File: config.mk
export PLATFORM = sky130hd
export DESIGN_NAME = ni_tx_injector_flat
export DESIGN_NICKNAME = d
export VERILOG_FILES = /design/src/rtl/ni_tx_injector_pkg.sv /design/src/rtl/ni_tx_injector_if.sv /design/src/rtl/ni_tx_injector_fifo.sv /design/src/rtl/ni_tx_injector.sv /design/src/flat_wrapper.sv
export SDC_FILE = /design/constraint.sdc
export NUM_CORES = 1
export LEC_CHECK = 0
export ABC_AREA = 1
export CAP_MARGIN = 20
export CORE_UTILIZATION = 57
export DETAILED_ROUTE_END_ITERATION = 16
export PLACE_DENSITY_LB_ADDON = 0.25
export RECOVER_POWER = 25
export SLEW_MARGIN = 10
export SYNTH_ARGS = -nofsm -noshare
export SYNTH_HDL_FRONTEND = slang
export SYNTH_SLANG_ARGS = --single-unit
export TNS_END_PERCENT = 1
File: constraint.sdc
create_clock -name clk -period 2.8 [get_ports clk]
set_input_delay 0.56 -clock clk [delete_from_list [all_inputs] [get_ports clk]]
set_output_delay 0.56 -clock clk [all_outputs]
set_load 0.005 [all_outputs]
File: src/rtl/ni_tx_injector_pkg.sv
// Shared types for the network-interface transmit injector.
// Holds the injector FSM encoding and the ack resynchroniser depth.
package ni_tx_injector_pkg;

  typedef enum logic [1:0] {NI_IDLE, NI_SETUP, NI_WAIT} ni_tx_state_t;

  localparam int NI_SYNC_STAGES = 2;

endpackage

File: src/rtl/ni_tx_injector_if.sv
// Processor-side valid/ready and router-side 2-phase req/ack bundle.
// The slave modport is the injector; the master modport is its environment.
interface ni_tx_injector_if #(
  parameter int n    = 32,
  parameter int maxx = 1,
  parameter int maxy = 1
);
  logic                   in_valid;
  logic                   in_ready;
  logic [maxx-1:0]        in_dst_x;
  logic [maxy-1:0]        in_dst_y;
  logic [n-maxx-maxy-1:0] in_payload;
  logic                   out_req;
  logic                   out_ack;
  logic [n-1:0]           out_data;

  modport master (
    output in_valid, in_dst_x, in_dst_y, in_payload, out_ack,
    input  in_ready, out_req, out_data
  );

  modport slave (
    input  in_valid, in_dst_x, in_dst_y, in_payload, out_ack,
    output in_ready, out_req, out_data
  );
endinterface

File: src/rtl/ni_tx_injector_fifo.sv
// Synchronous FIFO (module ni_tx_fifo) with registered occupancy count.
// Storage is not reset; only pointers and count are.
module ni_tx_fifo
  import ni_tx_injector_pkg::*;
#(
  parameter int width = 32,
  parameter int depth = 4
) (
  input  logic                     clk,
  input  logic                     rst,
  input  logic                     push,
  input  logic                     pop,
  input  logic [width-1:0]         wdata,
  output logic [width-1:0]         rdata,
  output logic                     full,
  output logic                     empty,
  output logic [$clog2(depth):0]   count
);
  localparam int PW = $clog2(depth);
  localparam logic [PW:0] FULL_CNT = depth[PW:0];

  logic [width-1:0] mem_q [depth];
  logic [PW-1:0]    wr_ptr_q, wr_ptr_d, rd_ptr_q, rd_ptr_d;
  logic [PW:0]      count_q, count_d;

  always_comb begin
    wr_ptr_d = wr_ptr_q;
    rd_ptr_d = rd_ptr_q;
    count_d  = count_q;
    if (push) wr_ptr_d = wr_ptr_q + 1'b1;
    if (pop)  rd_ptr_d = rd_ptr_q + 1'b1;
    unique case ({push, pop})
      2'b10:   count_d = count_q + 1'b1;
      2'b01:   count_d = count_q - 1'b1;
      default: count_d = count_q;
    endcase
  end

  always_ff @(posedge clk) begin
    if (rst) begin
      wr_ptr_q <= '0;
      rd_ptr_q <= '0;
      count_q  <= '0;
    end else begin
      wr_ptr_q <= wr_ptr_d;
      rd_ptr_q <= rd_ptr_d;
      count_q  <= count_d;
    end
  end

  always_ff @(posedge clk) begin
    if (push) mem_q[wr_ptr_q] <= wdata;
  end

  assign rdata = mem_q[rd_ptr_q];
  assign full  = (count_q == FULL_CNT);
  assign empty = (count_q == '0);
  assign count = count_q;

  a_no_overflow:  assert property (@(posedge clk) disable iff (rst) !(push && full));
  a_no_underflow: assert property (@(posedge clk) disable iff (rst) !(pop && empty));

endmodule

File: src/rtl/ni_tx_injector.sv
// Network-interface transmitter: FIFO-buffered packets issued as 2-phase req/ack.
// Optional macro NI_TX_TIMEOUT_EN adds a sticky err_timeout for a stalled ack.
module ni_tx_injector
  import ni_tx_injector_pkg::*;
#(
  parameter int n     = 32,
  parameter int maxx  = 1,
  parameter int maxy  = 1,
  parameter int depth = 4
`ifdef NI_TX_TIMEOUT_EN
  , parameter int timeout = 1024
`endif
) (
  input  logic                   clk,
  input  logic                   rst,
  ni_tx_injector_if.slave        bus,
  output logic [$clog2(depth):0] fifo_count,
  output logic                   busy
`ifdef NI_TX_TIMEOUT_EN
  , output logic                 err_timeout
`endif
);
  ni_tx_state_t              state_q, state_d;
  logic                      out_req_q, out_req_d;
  logic [n-1:0]              out_data_q, out_data_d;
  logic [NI_SYNC_STAGES-1:0] ack_sync_q, ack_sync_d;
  logic                      ack_s;
  logic                      push, pop, fifo_full, fifo_empty;
  logic [n-1:0]              fifo_head;

  assign bus.in_ready = !fifo_full;
  assign push         = bus.in_valid && !fifo_full;
  assign pop          = (state_q == NI_IDLE) && !fifo_empty;
  assign ack_s        = ack_sync_q[NI_SYNC_STAGES-1];

  ni_tx_fifo #(.width(n), .depth(depth)) u_fifo (
    .clk   (clk),
    .rst   (rst),
    .push  (push),
    .pop   (pop),
    .wdata ({bus.in_dst_x, bus.in_dst_y, bus.in_payload}),
    .rdata (fifo_head),
    .full  (fifo_full),
    .empty (fifo_empty),
    .count (fifo_count)
  );

  // SETUP holds data one full cycle before the req edge so the router sees settled data.
  always_comb begin
    state_d    = state_q;
    out_req_d  = out_req_q;
    out_data_d = out_data_q;
    ack_sync_d = {ack_sync_q[NI_SYNC_STAGES-2:0], bus.out_ack};
    unique case (state_q)
      NI_IDLE: begin
        if (!fifo_empty) begin
          out_data_d = fifo_head;
          state_d    = NI_SETUP;
        end
      end
      NI_SETUP: begin
        out_req_d = !out_req_q;
        state_d   = NI_WAIT;
      end
      NI_WAIT: begin
        if (ack_s == out_req_q) state_d = NI_IDLE;
      end
      default: state_d = NI_IDLE;
    endcase
  end

  always_ff @(posedge clk) begin
    if (rst) begin
      state_q    <= NI_IDLE;
      out_req_q  <= 1'b0;
      out_data_q <= '0;
      ack_sync_q <= '0;
    end else begin
      state_q    <= state_d;
      out_req_q  <= out_req_d;
      out_data_q <= out_data_d;
      ack_sync_q <= ack_sync_d;
    end
  end

  assign bus.out_req  = out_req_q;
  assign bus.out_data = out_data_q;
  assign busy         = (state_q != NI_IDLE) || (fifo_count != '0);

`ifdef NI_TX_TIMEOUT_EN
  localparam int TW = $clog2(timeout + 1);
  localparam logic [TW-1:0] TO_MAX = TW'(timeout);

  logic [TW-1:0] to_cnt_q, to_cnt_d;
  logic          err_q, err_d;

  // Counter saturates at the limit; the transfer itself keeps waiting.
  always_comb begin
    to_cnt_d = to_cnt_q;
    err_d    = err_q;
    if (state_q == NI_SETUP) begin
      to_cnt_d = '0;
    end else if (state_q == NI_WAIT && to_cnt_q != TO_MAX) begin
      to_cnt_d = to_cnt_q + 1'b1;
      if (to_cnt_q + 1'b1 == TO_MAX) err_d = 1'b1;
    end
  end

  always_ff @(posedge clk) begin
    if (rst) begin
      to_cnt_q <= '0;
      err_q    <= 1'b0;
    end else begin
      to_cnt_q <= to_cnt_d;
      err_q    <= err_d;
    end
  end

  assign err_timeout = err_q;
`endif

  a_no_spurious_ack: assert property (@(posedge clk) disable iff (rst)
    (state_q != NI_WAIT) |-> (ack_s == out_req_q));

endmodule

File: src/flat_wrapper.sv
// flat-port wrapper written by rule: the top's interface ports become plain ports
module ni_tx_injector_flat import ni_tx_injector_pkg::*;
#(
  parameter int n     = 32,
  parameter int maxx  = 1,
  parameter int maxy  = 1,
  parameter int depth = 4

)
  (clk, rst, fifo_count, busy, bus_in_valid, bus_in_dst_x, bus_in_dst_y, bus_in_payload, bus_out_ack, bus_in_ready, bus_out_req, bus_out_data);
  ni_tx_injector_if #(.n(n), .maxx(maxx), .maxy(maxy)) bus_i ();
  input  logic clk;
  input  logic rst;
  output logic [$clog2(depth):0] fifo_count;
  output logic busy;
  input wire logic [$bits(bus_i.in_valid)-1:0] bus_in_valid;
  input wire logic [$bits(bus_i.in_dst_x)-1:0] bus_in_dst_x;
  input wire logic [$bits(bus_i.in_dst_y)-1:0] bus_in_dst_y;
  input wire logic [$bits(bus_i.in_payload)-1:0] bus_in_payload;
  input wire logic [$bits(bus_i.out_ack)-1:0] bus_out_ack;
  output wire logic [$bits(bus_i.in_ready)-1:0] bus_in_ready;
  output wire logic [$bits(bus_i.out_req)-1:0] bus_out_req;
  output wire logic [$bits(bus_i.out_data)-1:0] bus_out_data;
  assign bus_i.in_valid = bus_in_valid;
  assign bus_i.in_dst_x = bus_in_dst_x;
  assign bus_i.in_dst_y = bus_in_dst_y;
  assign bus_i.in_payload = bus_in_payload;
  assign bus_i.out_ack = bus_out_ack;
  assign bus_in_ready = bus_i.in_ready;
  assign bus_out_req = bus_i.out_req;
  assign bus_out_data = bus_i.out_data;
  ni_tx_injector #(.n(n), .maxx(maxx), .maxy(maxy), .depth(depth)) u_core (.clk(clk), .rst(rst), .bus(bus_i), .fifo_count(fifo_count), .busy(busy));
endmodule
==> results.yml <==
finish:
  design_area_sq_mm: 0.00881
  nets: 901
  area_delta_synth_final_pct: 19.1
  drive_above_1_share_pct: 9.40
place:
  place_area_sq_mm: 0.00827
  finalWeightedCongestion: 0.752
  dp_hpwl_mm: 8.16
  port_buffers: 73
floorplan:
  die_width_um: 116
  dieArea_sq_mm: 0.0134
  initial_utilization_pct: 58.6
  core_area_sq_mm: 0.0126
  pin_count: 74
  num_rows: 41
  die_h_um: 116
setup_path:
  path_cells: "nor2_2 > nand2_1 > clkdlybuf4s50_1"
  worstSetupStartpointType: "register"
  endpoint_kind: "output port"
  path_class: "register to output port"
  critPathMaxFanout: 4
  slowest_delay_ps: 540
  crit_path_top_delay_cell: "clkdlybuf4s50_1"
  critPathRequiredTime_ps: 2240
  arrival_ps: 1560
detailed_routing:
  dr.first_iter.drc_count: 384
  firstDrtPassIters: 5
  via_per_inst: 4.84
  vias: 5060
  antenna_left: 0
  wl_per_cell_um: 13.5
  postRouteWirelength_mm: 14.1
  drt_drc_violations_left: 0
synth:
  synth_most_common_cell: "nand2_1"
  ys.flop_type: "edfxtp_1"
  synth.net_count: 830
  synth_area_sq_mm: 0.00740
  seq_area_frac_synth_pct: 63.9
  synthesis.instances: 788
  netlist_top_cells_area: "edfxtp_1 52%, nand2_1 12%, dfxtp_1 12%"
  postSynthRegisterBits: 172
  yosysTopAreaCellShare_pct: 52.0
  synth_warnings: 0
  synth_edf_count: 128
  postSynthAreaPerCell_sq_um: 9.39
  yosysUniqueCellTypes: 23
  ys_async_sr_fraction_pct: 0
  ys_top_cells_by_count: "237 x nand2_1, 174 x inv_1, 128 x edfxtp_1, 69 x nand3_1, 49 x nor2_1"
  synth.largest_area_cell: "edfxtp_1"
global_route:
  gr-total-overflow: 0
  grt_pass1_wl_mm: 23.1
  grt_use_total_pct: 23.1
  first_global_vias: 4941
  grt_max_degree: 68
  antenna_found_initial: 1
clocking:
  cts_htree_levels: 4
  numCtsBuffers: 17
  cts_hold_buffers: 0
  cts_setup_buffers: 0
  clk_pin_slew_ps: 60
  post_cts_resized: 0
  clock_latency_ps: 420
  cts_tree: "built"
  cts.path.max_buffers: 2
  clkSinkCount: 172
  cts_root_buf: "clkbuf_16"
power:
  ir_worst_vdd_mv: 0.543
  power.density_mw_per_mm2: 937
  p_leak_uw: 0.00397
sta:
  rsz0062_at_grt: "false"
  final.setup.tns_ps: 0
  finalCritPeriodShare_pct: 75.9
  slew_viol_final: 0
  fmax_mhz: 471
  period_needed_ps: 2120
  finalHoldViolCount: 0
  tightest_slew_ps: 818
  fin_skew_ps: 7.44
  setup_viol: 0
  relSlewSlack_pct: 45.5
worst_hold_path:
  hold_class: "register to register"
run_status:
  status: "completed"
run:
  drv_cap: 0
[layout make-up]
type / instances / area (sq um)
Antenna cell: 1 / 2.50
Clock buffer: 24 / 493
Clock inverter: 8 / 41.3
Fill cell: 963 / 3810
Inverter: 179 / 673
Multi-Input combinational cell: 405 / 1810
Sequential cell: 172 / 4730
Tap cell: 172 / 215
Timing Repair Buffer: 84 / 851
[sequential cells by signal, summed over array words and instances, names as in the netlist]
signal and flops:
u_core.bus.out_req 1, u_core.u_fifo.count 3, u_core.u_fifo.rd_ptr_q 2, u_core.u_fifo.mem_q 128, u_core.ack_sync_q 2, u_core.u_fifo.wr_ptr_q 2, u_core.state_q 2, u_core.bus.out_data 32
[cells by family after synthesis]
group / count (synthesis) / share of synthesized area [%]
AND/OR/NAND/NOR: 388 / 22.0
buffers and inverters: 211 / 12.1
flip-flops: 172 / 63.9
AO/OA/AOI/OAI: 9 / 0.609
adder cells (fa/ha/maj): 6 / 1.12
XOR/XNOR: 2 / 0.237
[worst max-delay path, delay by kind of cell, from the launching register on]
kind	cells	cell delay [ps]
simple gates	2	220
flops	1	380
buf+inv	1	540
[metrics by stage]
stage / hold WS (ps) / cells / power, uW / setup WS (ps) / util (%)
3_3_place_gp: 397 / 1012 / 6080 / 449 / 65.5
3_5_place_dp: 399 / 1012 / 6180 / 359 / 65.5
4_1_cts: 409 / 1044 / 8300 / 641 / 69.8
5_1_grt: 421 / 1045 / 8810 / 563 / 69.8
2_1_floorplan: 388 / 788 / 5390 / 331 / -
6_report: 405 / 1045 / 8260 / 676 / 69.8
[worst paths after layout]
kind | slack (ps) | endpoint | cells past startpoint | startpoint
worst min-delay path | 410 | u_core.ack_sync_q[1] | 2 | u_core.ack_sync_q[0]
worst max register to register | 750 | u_core.u_fifo.count[2] | 12 | u_core.u_fifo.count[1]
worst min register to register | 410 | u_core.ack_sync_q[1] | 2 | u_core.ack_sync_q[0]
worst max-delay path | 680 | bus_in_ready | 3 | u_core.u_fifo.count[1]
[power by group]
part	switching (uW)	leakage, uW	internal (uW)
clock	915	0.000266	1220
combinational	1730	0.00216	1090
sequential	156	0.00154	3150
[layout by cell type, fill, tap and decap left out]
cell type        netlist  layout
nand2_1              237     237
inv_1                174     174
edfxtp_1             128     128
nand3_1               69      69
clkdlybuf4s50_1        0      52
nor2_1                49      45
dfxtp_1               44      42
nor2_2                30      30
dlygate4sd3_1          0      21
clkbuf_16              0      18
buf_4                  7       8
clkinv_2               1       7
a21oi_1                6       6
ha_1                   5       5
inv_2                  4       4
nor2_4                 0       4
clkbuf_1               4       4
buf_12                 1       3
nand2_2                2       2
o21ai_0                2       2
xor2_1                 2       2
clkbuf_8               0       2
dfxtp_2                0       2
diode_2                0       1
nand2_4                1       1
o21ai_1                1       1
fa_1                   1       1
clkinvlp_4             0       1
clkinv_1               0       1
[per-layer routing]
metal	track usage, %	share of wire, %	up-vias
met5	0	0	-
met4	10.1	1.1	0
met3	4.34	5.8	16
met2	40.4	52	161
met1	28.0	42	2363
li1	-	-	2520
Note: power is estimated with default switching activity, not from simulation.
